===== src/rtl/sudoku_pkg.sv =====
// Shared board geometry, checker state encoding and a reference peer-address function.
package sudoku_pkg;

  localparam int BOARD_DIM  = 9;
  localparam int BOX_DIM    = 3;
  localparam int CELLS      = 81;
  localparam int PEER_COUNT = 27;
  localparam int DIGIT_W    = 4;

  localparam logic [6:0] NO_CONFLICT = 7'd127;

  typedef enum logic [1:0] {
    IDLE  = 2'd0,
    SCAN  = 2'd1,
    DRAIN = 2'd2,
    DONE  = 2'd3
  } chk_state_e;

  // Scan order: row peers (k 0..8), column peers (k 9..17), box peers (k 18..26).
  function automatic logic [6:0] peer_index(input logic [6:0] target, input logic [4:0] k);
    logic [6:0] r;
    logic [6:0] c;
    logic [6:0] kb;
    r  = target / 7'd9;
    c  = target % 7'd9;
    kb = 7'(k) - 7'd18;
    if (k < 5'd9)
      peer_index = r * 7'd9 + 7'(k);
    else if (k < 5'd18)
      peer_index = (7'(k) - 7'd9) * 7'd9 + c;
    else
      peer_index = (r / 7'd3) * 7'd27 + (c / 7'd3) * 7'd3 + (kb / 7'd3) * 7'd9 + (kb % 7'd3);
  endfunction

endpackage


===== src/rtl/peer_addr_gen.sv =====
// Combinational peer address for (target, k); row/col split comes from an 81-entry lookup
// rather than a divider so the same block can serve the solver's candidate-mask builder.
module peer_addr_gen
  import sudoku_pkg::*;
(
  input  logic [6:0] target,
  input  logic [4:0] k,
  output logic [6:0] peer
);

  logic [3:0] row;
  logic [3:0] col;
  logic [4:0] kb;

  always_comb begin
    row = '0;
    col = '0;
    for (int i = 0; i < CELLS; i++) begin
      if (target == 7'(i)) begin
        row = 4'(i / BOARD_DIM);
        col = 4'(i % BOARD_DIM);
      end
    end
  end

  always_comb begin
    kb   = k - 5'd18;
    peer = '0;
    if (k < 5'd9)
      peer = 7'(row) * 7'd9 + 7'(k);
    else if (k < 5'd18)
      peer = (7'(k) - 7'd9) * 7'd9 + 7'(col);
    else
      peer = 7'(row / 4'd3) * 7'd27 + 7'(col / 4'd3) * 7'd3
           + 7'(kb / 5'd3) * 7'd9 + 7'(kb % 5'd3);
  end

endmodule


===== config.mk =====
export PLATFORM = sky130hd
export DESIGN_NAME = peer_addr_gen
export DESIGN_NICKNAME = d
export VERILOG_FILES = /design/src/rtl/sudoku_pkg.sv /design/src/rtl/peer_addr_gen.sv
export SDC_FILE = /design/constraint.sdc
export NUM_CORES = 1
export LEC_CHECK = 0
export BUFFER_PORTS_ARGS = -buffer_cell sky130_fd_sc_hd__buf_2
export CAP_MARGIN = 20
export CORE_ASPECT_RATIO = 1.2
export CORE_MARGIN = 3
export CORE_UTILIZATION = 70
export DETAILED_ROUTE_END_ITERATION = 10
export GPL_ROUTABILITY_DRIVEN = 1
export PLACE_DENSITY = 0.94
export SLEW_MARGIN = 20
export SYNTH_ARGS = -nofsm -noshare
export SYNTH_HDL_FRONTEND = slang
export SYNTH_SLANG_ARGS = --single-unit

===== constraint.sdc =====
create_clock -name vclk -period 18.97
set_input_delay 1.897 -clock vclk [all_inputs]
set_output_delay 1.897 -clock vclk [all_outputs]
set_load 0.05 [all_outputs]

======== Word level (Yosys, flattened, before mapping) ========
Index checks and enable logic that the tools add are counted.
Widths: inputs -> output; s select.
operators by class
  eq/ne operators ......................... 80
  $mul .................................... 5
  div/mod/pow operators ................... 4
  magnitude comparators ................... 2
  multiplexer cells ....................... 154
  $add $sub $neg .......................... 7
operators by type and width
  cell                 count
  $mux 4               150
  $eq 7x6->1 const B   32
  $eq 7x7->1 const B   17
  $eq 7x5->1 const B   16
  $eq 7x4->1 const B   8
  $eq 7x3->1 const B   4
  $add 7x7->7          3
  $div 4x2->7 const B  2
  $eq 7x2->1 const B   2
  $mul 7x4->7 const B  2
  $mux 7               2
  $add 7x4->7          1
  $add 7x5->7          1
  $div 5x2->7 const B  1
  $eq 7x1->1 const B   1
  $mod 5x2->7 const B  1
  $mul 4x4->7 const B  1
  $mul 7x2->7 const B  1
  $mul 7x5->7 const B  1
  $sub 5x4->6 const B  1
  $lt 5x4->1 const B   1
  $lt 5x5->1 const B   1
  $sub 5x5->5 const B  1
  $mux 1               2
storage, ports and cells
  input bits .............................. 12
  output and inout bits ................... 7
  word-level logic and storage cells ...... 252
  register bits ........................... 0

======== Longest topological paths before layout ========
Gate-level depths: netlist of the first run.
  depth after elaboration ................. 88
  mapped depth ............................ 36
  gate-level depth less buffers ........... 35

======== Least setup slack after synthesis of the first run ========
No wires, ideal clock.
  kind .................................... input to output
  from .................................... input k[1]
  to ...................................... output peer[6]
  slack ................................... 7.715 ns
  cell stages on the path ................. 33
  buffers on the path ..................... 2
  arrival time ............................ 9.358 ns
  required time ........................... 17.073 ns
  cells stage by stage .................... buf_6 -> inv_1 -> ha_1 -> nand2b_2 -> o211ai_1 -> o21a_1 -> ha_1 -> nand2_1 -> and2_1 -> o221a_2 -> a21oi_2 -> buf_2 -> nand2_1 -> o31a_4 -> ha_1 -> nor3b_4 -> inv_1 -> ha_1 -> fa_1 -> inv_1 -> fa_1 -> inv_1 -> fa_1 -> fa_1 -> inv_1 -> fa_1 -> inv_1 -> a21o_1 -> a21oi_1 -> xor2_1 -> xnor2_1 -> xnor2_1 -> a21oi_1
on the way
  longest elaborated chain between the ends .. 7
  elaborated cells between the ends (all ways) .. 14
  those cells by class .................... add/sub: 6; mul: 2; div: 2; order compare: 2; mux: 2
ends and longest elaborated chain
  what                       RTL line             source
  start: declaration         peer_addr_gen.sv:7   input logic [4:0] k,
  $sub 5x5->5                peer_addr_gen.sv:27  kb = k - 5'd18;
  $div 5x2->7                peer_addr_gen.sv:35  + 7'(kb / 5'd3) * 7'd9 + 7'(kb % 5'd3);
  $mul 7x4->7                peer_addr_gen.sv:35
  $add 7x7->7 (2 in series)  peer_addr_gen.sv:35
  $mux 7                     peer_addr_gen.sv:31  else if (k < 5'd18)
  $mux 7 *                   peer_addr_gen.sv:29  if (k < 5'd9)
  end: declaration           peer_addr_gen.sv:8   output logic [6:0] peer
Every way passes the cells marked *; elsewhere a longest branch is shown, timed or not.

======== Worst setup path after layout of the first run ========
Ends and elaborated chain as after synthesis.

==> results.toml, run 1 <==
[floorplanning]
io_pins = 19
die_w_um = 71.3
initial_utilization_pct = 75.3
die_area_mm2 = 0.00602
core_area_mm2 = 0.00476
die_height_um = 84.4
rows = 27

[timing]
slew_viol_final = 0
fin_crit_ns = 11.73
maxSlewHeadroom_pct = 42.4
fin_crit_sh_pct = 61.9
rsz0062_at_grt = "false"
clock.fmax_mhz = 85.2
hold_viol_final = 0
timing.hold.ws_ns = 4.61
tightest_slew_ns = 0.854
setup_viol = 0
timing.setup.tns_ns = 0

[route]
viasPerCell = 6.79
first_iter_violations = 296
wire_per_inst_um = 17.4
vias = 3747
ant_nets = 0
routed_wl_um = 9590
drcViolationCount = 0
drt_pass1_iterations = 5

[min_path]
whs_path_depth = 6
min_from = "k[0]"
hold_path_class = "input pin to output pin"
holdPathEnd = "peer[6]"

[grt]
grt_pass1_vias = 3629
grt-ovfl-total = 0
grt_pass1_wl_um = 16600
antenna_found_initial = 0
track_usage_pct = 32.8
grt_max_degree = 33

[final_layout]
drive_gt1_share_pct = 9.51
seq_cell_count = 0
syn2layout_area_growth_pct = 2.44
final_cells = 552
ff_latch_area_um2 = 0
fin_nets = 591
clkbuf_count = 0
antennaDiodeCount = 0

[placement]
gp_congestion = 1.02
port_buffers = 19
place_inst = 552
hpwl_um = 7720

[critical_path]
crit_top_cell = "inv_1"
crit_buf_inv = 8
crit_fanout = 13
critPathMaxStageDelay_ns = 0.57
crit_family = "adder cells"
crit_type = "input pin to output pin"
endpoint_kind = "output pin"
start_kind = "input pin"
critPathArrivalTime_ns = 9.84
crit_path_top_delay_cell = "fa_1"
cp_data_required_time_ns = 17.07

[logic_synthesis]
synth_cell_types = 81
yosysWarnings = 0
yosysSeqAreaShare_pct = 0
synth_cells = 493
synth_area_mm2 = 0.00358
syn_avg_cell_area_um2 = 7.27

[job]
maxCapViolCount = 0

[power_and_ir_drop]
powerDensity_mw_per_mm2 = 138
ir_drop_v = 0.0000950
cellLeakagePower_nw = 1.72

[clock_network]
postCtsSetupRepairBufs = 0
holdBufCountCts = 0
postCtsResizedCells = 0

[outcome]
status = "finished clean"
logic make-up (layout without fill, tap and decap cells):
logic type      after synthesis  in the layout  share of synthesized area [%]
compound gates              145            145                           28.7
simple gates                166            166                           23.0
other cells                   2              8                          0.210
fa+ha+maj                    84             84                           33.2
buf+inv                      66             61                           7.26
xor+xnor                     26             26                           6.35
mux                           4              4                           1.19
placed cells by master (no fill, tap or decap), types with 3 or more instances in the layout:
cell type | Yosys | layout
ha_1 | 64 | 64
nor2_1 | 49 | 49
nand2_1 | 46 | 46
inv_1 | 42 | 42
a21oi_1 | 30 | 30
o21ai_0 | 26 | 26
fa_1 | 19 | 19
buf_2 | 1 | 19
xnor2_1 | 15 | 15
nor3_1 | 14 | 14
nand2b_1 | 12 | 12
xor2_1 | 11 | 11
nand3_1 | 9 | 9
conb_1 | 2 | 8
a21o_1 | 7 | 7
and2_1 | 6 | 6
nor2b_1 | 6 | 6
a211oi_1 | 6 | 6
nor4_1 | 6 | 6
a31oi_1 | 6 | 6
o211ai_1 | 5 | 5
a22oi_1 | 5 | 5
o21bai_1 | 4 | 4
a32oi_1 | 4 | 4
o22ai_1 | 4 | 4
a41oi_1 | 3 | 3
and3_1 | 3 | 3
a21oi_2 | 3 | 3
synth_stat cells (all sizes together) (4+ instances only):
cell | count | share of area [%]
ha | 64 | 22
nor2 | 50 | 5.3
nand2 | 46 | 4.8
inv | 42 | 4.4
a21oi | 34 | 5.4
o21ai | 30 | 4.4
clkbuf | 20 | 2.1
fa | 19 | 11
nor3 | 16 | 2.5
xnor2 | 15 | 3.7
nand2b | 13 | 2.3
xor2 | 11 | 2.7
nand3 | 9 | 1.3
a211oi | 7 | 1.6
a21o | 7 | 1.5
and2 | 7 | 1.3
a31oi | 6 | 1.0
nor2b | 6 | 1.0
nor4 | 6 | 1.0
o211ai | 6 | 1.4
a22oi | 5 | 1.0
o22ai | 5 | 1.0
a32oi | 4 | 0.98
buf | 4 | 0.77
o21bai | 4 | 0.84
worst min-delay path: stages:
cell,delay (ns)
buf_2,0.17
nand3_1,0.09
mux2i_1,0.10
xnor2_1,0.16
a21oi_1,0.08
buf_2,0.21
power breakdown:
part	total, W	leakage (nW)	switching (W)	internal [W]
Clock	0	0	0	0
Sequential	0	0	0	0
Combinational	0.000505	1.72	0.000313	0.000193
Total	0.000505	1.72	0.000313	0.000193
metal layers:
layer / share of wire, % / track usage (%) / wire length (um)
met4: 5.6 / 16.2 / 536
met5: 0 / 0 / 0
met2: 50 / 61.1 / 4830
met1: 38 / 36.7 / 3680
met3: 5.7 / 2.16 / 547
cell type report:
type               count  area [um^2]
fillers              364         1090
inverters             42          158
repair buffers        19         95.1
multi-input cells    433         3350
well taps             58         72.6
worst max path at each step:
| stage | start | end | slack (ns) | depth (start not counted) |
|---|---|---|---|---|
| after floorplan | k[1] | peer[6] | 7.71 | 33 |
| after global placement | k[1] | peer[6] | 7.62 | 33 |
| after detailed placement | k[1] | peer[6] | 7.31 | 33 |
| after CTS | k[1] | peer[6] | 7.30 | 33 |
| after global routing | k[1] | peer[6] | 6.70 | 33 |
| final | k[1] | peer[6] | 7.24 | 33 |
metrics by stage:
step | cell area, um^2 | setup WS [ns] | util, % | power [W]
after detailed placement | 3670 | 7.31 | 77.1 | 0.000500
after global placement | 3670 | 7.62 | 77.1 | 0.000468
after CTS | 3670 | 7.30 | 77.1 | 0.000502
after global routing | 3670 | 6.70 | 77.1 | 0.000556
after floorplan | 3610 | 7.71 | - | 0.000382
final | 3670 | 7.24 | 77.1 | 0.000505
(Power assumes the default switching activity.)
==> inputs of run 2 (changes only) <==
--- a/config.mk
+++ b/config.mk
@@ -9,10 +9,10 @@
 export CAP_MARGIN = 20
 export CORE_ASPECT_RATIO = 1.2
 export CORE_MARGIN = 3
-export CORE_UTILIZATION = 70
+export CORE_UTILIZATION = 66
 export DETAILED_ROUTE_END_ITERATION = 10
 export GPL_ROUTABILITY_DRIVEN = 1
-export PLACE_DENSITY = 0.94
+export PLACE_DENSITY = 0.89
 export SLEW_MARGIN = 20
 export SYNTH_ARGS = -nofsm -noshare
 export SYNTH_HDL_FRONTEND = slang
==> constraint.sdc (replaced) <==
create_clock -name vclk -period 10.85
set_input_delay 1.085 -clock vclk [all_inputs]
set_output_delay 1.085 -clock vclk [all_outputs]
set_load 0.05 [all_outputs]
==> results.toml, run 2 (synthesis gave the netlist of run 1 again) <==
[outcome]
status = "finished clean"

[floorplanning]
core_area_mm2 = 0.00508
initial_utilization_pct = 70.6
rows = 28
io_pins = 19
die_area_mm2 = 0.00636
die_w_um = 73.3
die_height_um = 86.7

[grt]
grt_pass1_vias = 3370
track_usage_pct = 28.8
antenna_found_initial = 0
grt_max_degree = 33
grt-ovfl-total = 0
grt_pass1_wl_um = 15000

[final_layout]
final_cells = 554
syn2layout_area_growth_pct = 2.51
final_core_util_pct = 72.3
clkbuf_count = 0
fin_nets = 591
seq_cell_count = 0
ff_latch_area_um2 = 0
antennaDiodeCount = 0
fill_cells = 428
final_cell_mix = "ha_1, nor2_1, nand2_1"
multiInputGateArea_mm2 = 0.00335
layout_commonest_cell = "ha_1"
drive_gt1_share_pct = 9.51

[route]
first_iter_violations = 216
wl_met3_um = 469
drt_pass1_iterations = 6
routed_wl_um = 8840
highest_layer = "met4"
wire_per_inst_um = 15.9
dr_wl_met2_um = 4650
ant_nets = 0
routedLengthMet1_um = 3470
viasPerCell = 6.47
drcViolationCount = 0
vias = 3587

[critical_path]
cp_data_required_time_ns = 9.77
crit_path_top_delay_cell = "fa_1"
crit_buf_inv = 8
critPathMaxStageDelay_ns = 0.58
crit_top_cell = "inv_1"
crit_family = "adder cells"
critPathArrivalTime_ns = 9.01
endpoint_kind = "output pin"
crit_type = "input pin to output pin"
crit_fanout = 13
start_kind = "input pin"

[timing]
slew_viol_final = 0
fin_crit_ns = 10.09
maxSlewHeadroom_pct = 40.8
clock.fmax_mhz = 99.1
timing.setup.tns_ns = 0
fin_ws_ns = 0.756
setup_viol = 0
fin_crit_sh_pct = 93.0
hold_viol_final = 0
tightest_slew_ns = 0.878
rsz0062_at_grt = "false"

[clock_network]
postCtsSetupRepairBufs = 0
postCtsResizedCells = 0
holdBufCountCts = 0

[min_path]
hold_path_class = "input pin to output pin"

[placement]
pre_cts_slack_ns = 0.805
place_inst = 554
port_buffers = 19
gp_congestion = 0.981
hpwl_um = 7300

[power_and_ir_drop]
ir_drop_v = 0.000182
cellLeakagePower_nw = 1.72
powerDensity_mw_per_mm2 = 232

[job]
maxCapViolCount = 0
[run 2: cell counts in the layout (fill, tap and decap cells not counted)]
No cell type changed its count.
[run 2: report_power, final]
group          switching [W]  internal [W]  total [W]
clock network              0             0          0
logic               0.000517      0.000337   0.000854
registers                  0             0          0
total               0.000517      0.000337   0.000854
[run 2: cell type report]
type	instances	area share, %
repair buffers	19	2.59
multi-input cells	433	91.1
well taps	60	2.04
inverters	42	4.29
[run 2: worst paths after layout]
check	startpoint	to	cells after the start
setup / recovery	k[1]	peer[6]	33
hold / removal	k[0]	peer[0]	5
[run 2: per-layer routing]
metal | up-vias | track usage (%)
met2 | 134 | 55.7
met4 | 0 | 7.21
met3 | 28 | 1.62
met5 | - | 0
met1 | 1649 | 33.5
li1 | 1776 | -
[run 2: through the flow]
step | hold slack (ns) | instance area [um^2] | power [W]
final | 2.94 | 3670 | 0.000854
after floorplan | 2.68 | 3610 | 0.000668
after global routing | 2.98 | 3670 | 0.000947
after detailed placement | 2.94 | 3670 | 0.000855
after CTS | 2.94 | 3670 | 0.000860
after global placement | 2.93 | 3670 | 0.000828
==> inputs of run 3 (changes only) <==
--- a/config.mk
+++ b/config.mk
@@ -5,6 +5,7 @@
 export SDC_FILE = /design/constraint.sdc
 export NUM_CORES = 1
 export LEC_CHECK = 0
+export ABC_AREA = 1
 export BUFFER_PORTS_ARGS = -buffer_cell sky130_fd_sc_hd__buf_2
 export CAP_MARGIN = 20
 export CORE_ASPECT_RATIO = 1.2
==> constraint.sdc (replaced) <==
create_clock -name vclk -period 9.91
set_input_delay 0.991 -clock vclk [all_inputs]
set_output_delay 0.991 -clock vclk [all_outputs]
set_load 0.02 [all_outputs]
==> results.toml, run 3 <==
[logic_synthesis]
synthTopCellsByArea = "ha_1, inv_1, fa_1"
synth_cell_types = 48
synth.most_common_cell = "inv_1"
syn_avg_cell_area_um2 = 6.40
synth_cells = 525
yosysTopAreaCell = "ha_1"
netlist.area_leader.share_pct = 23.8
synthTopCellsByCount = "inv_1, nor2_1, ha_1"
synth_area_mm2 = 0.00336
yosysWarnings = 0
yosysSeqAreaShare_pct = 0

[timing]
timing.hold.ws_ns = 2.67
tightest_slew_ns = 0.580
fin_crit_sh_pct = 97.3
maxSlewHeadroom_pct = 60.8
fin_crit_ns = 9.64
timing.setup.tns_ns = 0
clock.fmax_mhz = 104
setup_viol = 0
slew_viol_final = 0
hold_viol_final = 0
fin_ws_ns = 0.268

[route]
ant_nets = 0
first_iter_violations = 447
highest_layer = "met4"
routed_wl_um = 9940
wire_per_inst_um = 16.2
routedLengthMet1_um = 4110
wl_met3_um = 818
drt_pass1_iterations = 6
vias = 3712
dr_wl_met2_um = 4570
drcViolationCount = 0
viasPerCell = 6.04

[grt]
grt-ovfl-total = 0
grt_max_degree = 15
antenna_found_initial = 0
grt_pass1_wl_um = 15400
track_usage_pct = 30.5
grt_pass1_vias = 3383

[critical_path]
crit_fanout = 7
crit_family = "adder cells"
crit_path_top_delay_cell = "fa_1"
endpoint_kind = "output pin"
crit_top_cell = "inv_1"
critPathMaxStageDelay_ns = 0.57
critPathArrivalTime_ns = 8.65
crit_buf_inv = 13
cp_data_required_time_ns = 8.92
crit_type = "input pin to output pin"
start_kind = "input pin"

[final_layout]
ff_latch_area_um2 = 0
antennaDiodeCount = 0
fin_area_mm2 = 0.00373
seq_cell_count = 0
fin_nets = 654
fill_cells = 347
multiInputGateArea_mm2 = 0.00302
layout_commonest_cell = "inv_1"
clkbuf_count = 0
final_cell_mix = "inv_1, nor2_1, nand2_1, ha_1, o21ai_0"
syn2layout_area_growth_pct = 11.1
drive_gt1_share_pct = 14.0
final_core_util_pct = 78.3

[floorplanning]
initial_utilization_pct = 70.5
core_area_mm2 = 0.00476
rows = 27
die_w_um = 71.1
io_pins = 19
die_area_mm2 = 0.00599
die_height_um = 84.2

[placement]
pre_cts_slack_ns = 0.0626
port_buffers = 19
gp_congestion = 1.06
placed_area_mm2 = 0.00357
hpwl_um = 7760

[power_and_ir_drop]
cellLeakagePower_nw = 2.02
ir_drop_v = 0.000231
powerDensity_mw_per_mm2 = 299

[outcome]
status = "finished clean"

[min_path]
whs_path_depth = 5
hold_path_class = "input pin to output pin"
holdPathEnd = "peer[0]"
min_from = "k[0]"

[job]
maxCapViolCount = 0

[clock_network]
holdBufCountCts = 0
run 3: cell count changes in the layout (fill, tap and decap cells not counted), sizes merged, moves of 7 or more:
cell    before  now
a21oi       34   16
buf         19   27
nor2        50   84
nand4        0   15
nand3        9   20
and2         7    0
inv         42  124
nand2b      13    0
xnor2       15    8
o21ai       30   39
nand2       46   67
a21o         7    0
run 3: worst max path at each step:
| stage | startpoint | slack (ns) | end | depth (start not counted) |
|---|---|---|---|---|
| after floorplan | k[1] | 1.15 | peer[6] | 40 |
| after global placement | k[1] | 0.43 | peer[6] | 42 |
| after detailed placement | k[1] | 0.06 | peer[6] | 42 |
| after CTS | k[1] | 0.04 | peer[6] | 41 |
| after global routing | k[1] | -0.11 | peer[6] | 44 |
| final | k[1] | 0.27 | peer[6] | 44 |
run 3: what timing repair did:
item / in CTS / in global routing
gates resized for setup: 0 / 29
setup endpoints to repair: 0 / 1
setup buffers: 0 / 5
run 3: layer usage:
layer	GRT usage (%)	vias to the layer above
met2	51.1	214
met4	4.62	0
met3	2.75	53
li1	-	1758
met1	43.4	1687
met5	0	-
run 3: where the power goes:
| part | internal (W) | switching [W] |
|---|---|---|
| sequential | 0 | 0 |
| clock | 0 | 0 |
| combinational | 0.000447 | 0.000668 |
| total | 0.000447 | 0.000668 |
run 3: final cells by class:
cell class / instances / area share, %
Inverter: 125 / 12.7
Multi-Input combinational cell: 404 / 80.9
Tap cell: 58 / 1.95
Timing Repair Buffer: 28 / 4.49
run 3: through the flow:
stage / instances / power [W]
floorplan: 531 / 0.000751
global placement: 610 / 0.000983
detailed placement: 610 / 0.00104
CTS: 610 / 0.00104
global route: 615 / 0.00121
finish: 615 / 0.00111
run 3: kinds of logic (layout without fill, tap and decap cells):
kind of cell | after synthesis | count (layout) | synth area share, %
simple gates | 208 | 208 | 28.0
buf+inv | 127 | 153 | 14.4
compound gates | 80 | 80 | 15.2
mux | 2 | 2 | 0.633
other cells | 2 | 8 | 0.224
fa+ha+maj | 83 | 83 | 35.2
xor+xnor | 23 | 23 | 6.44
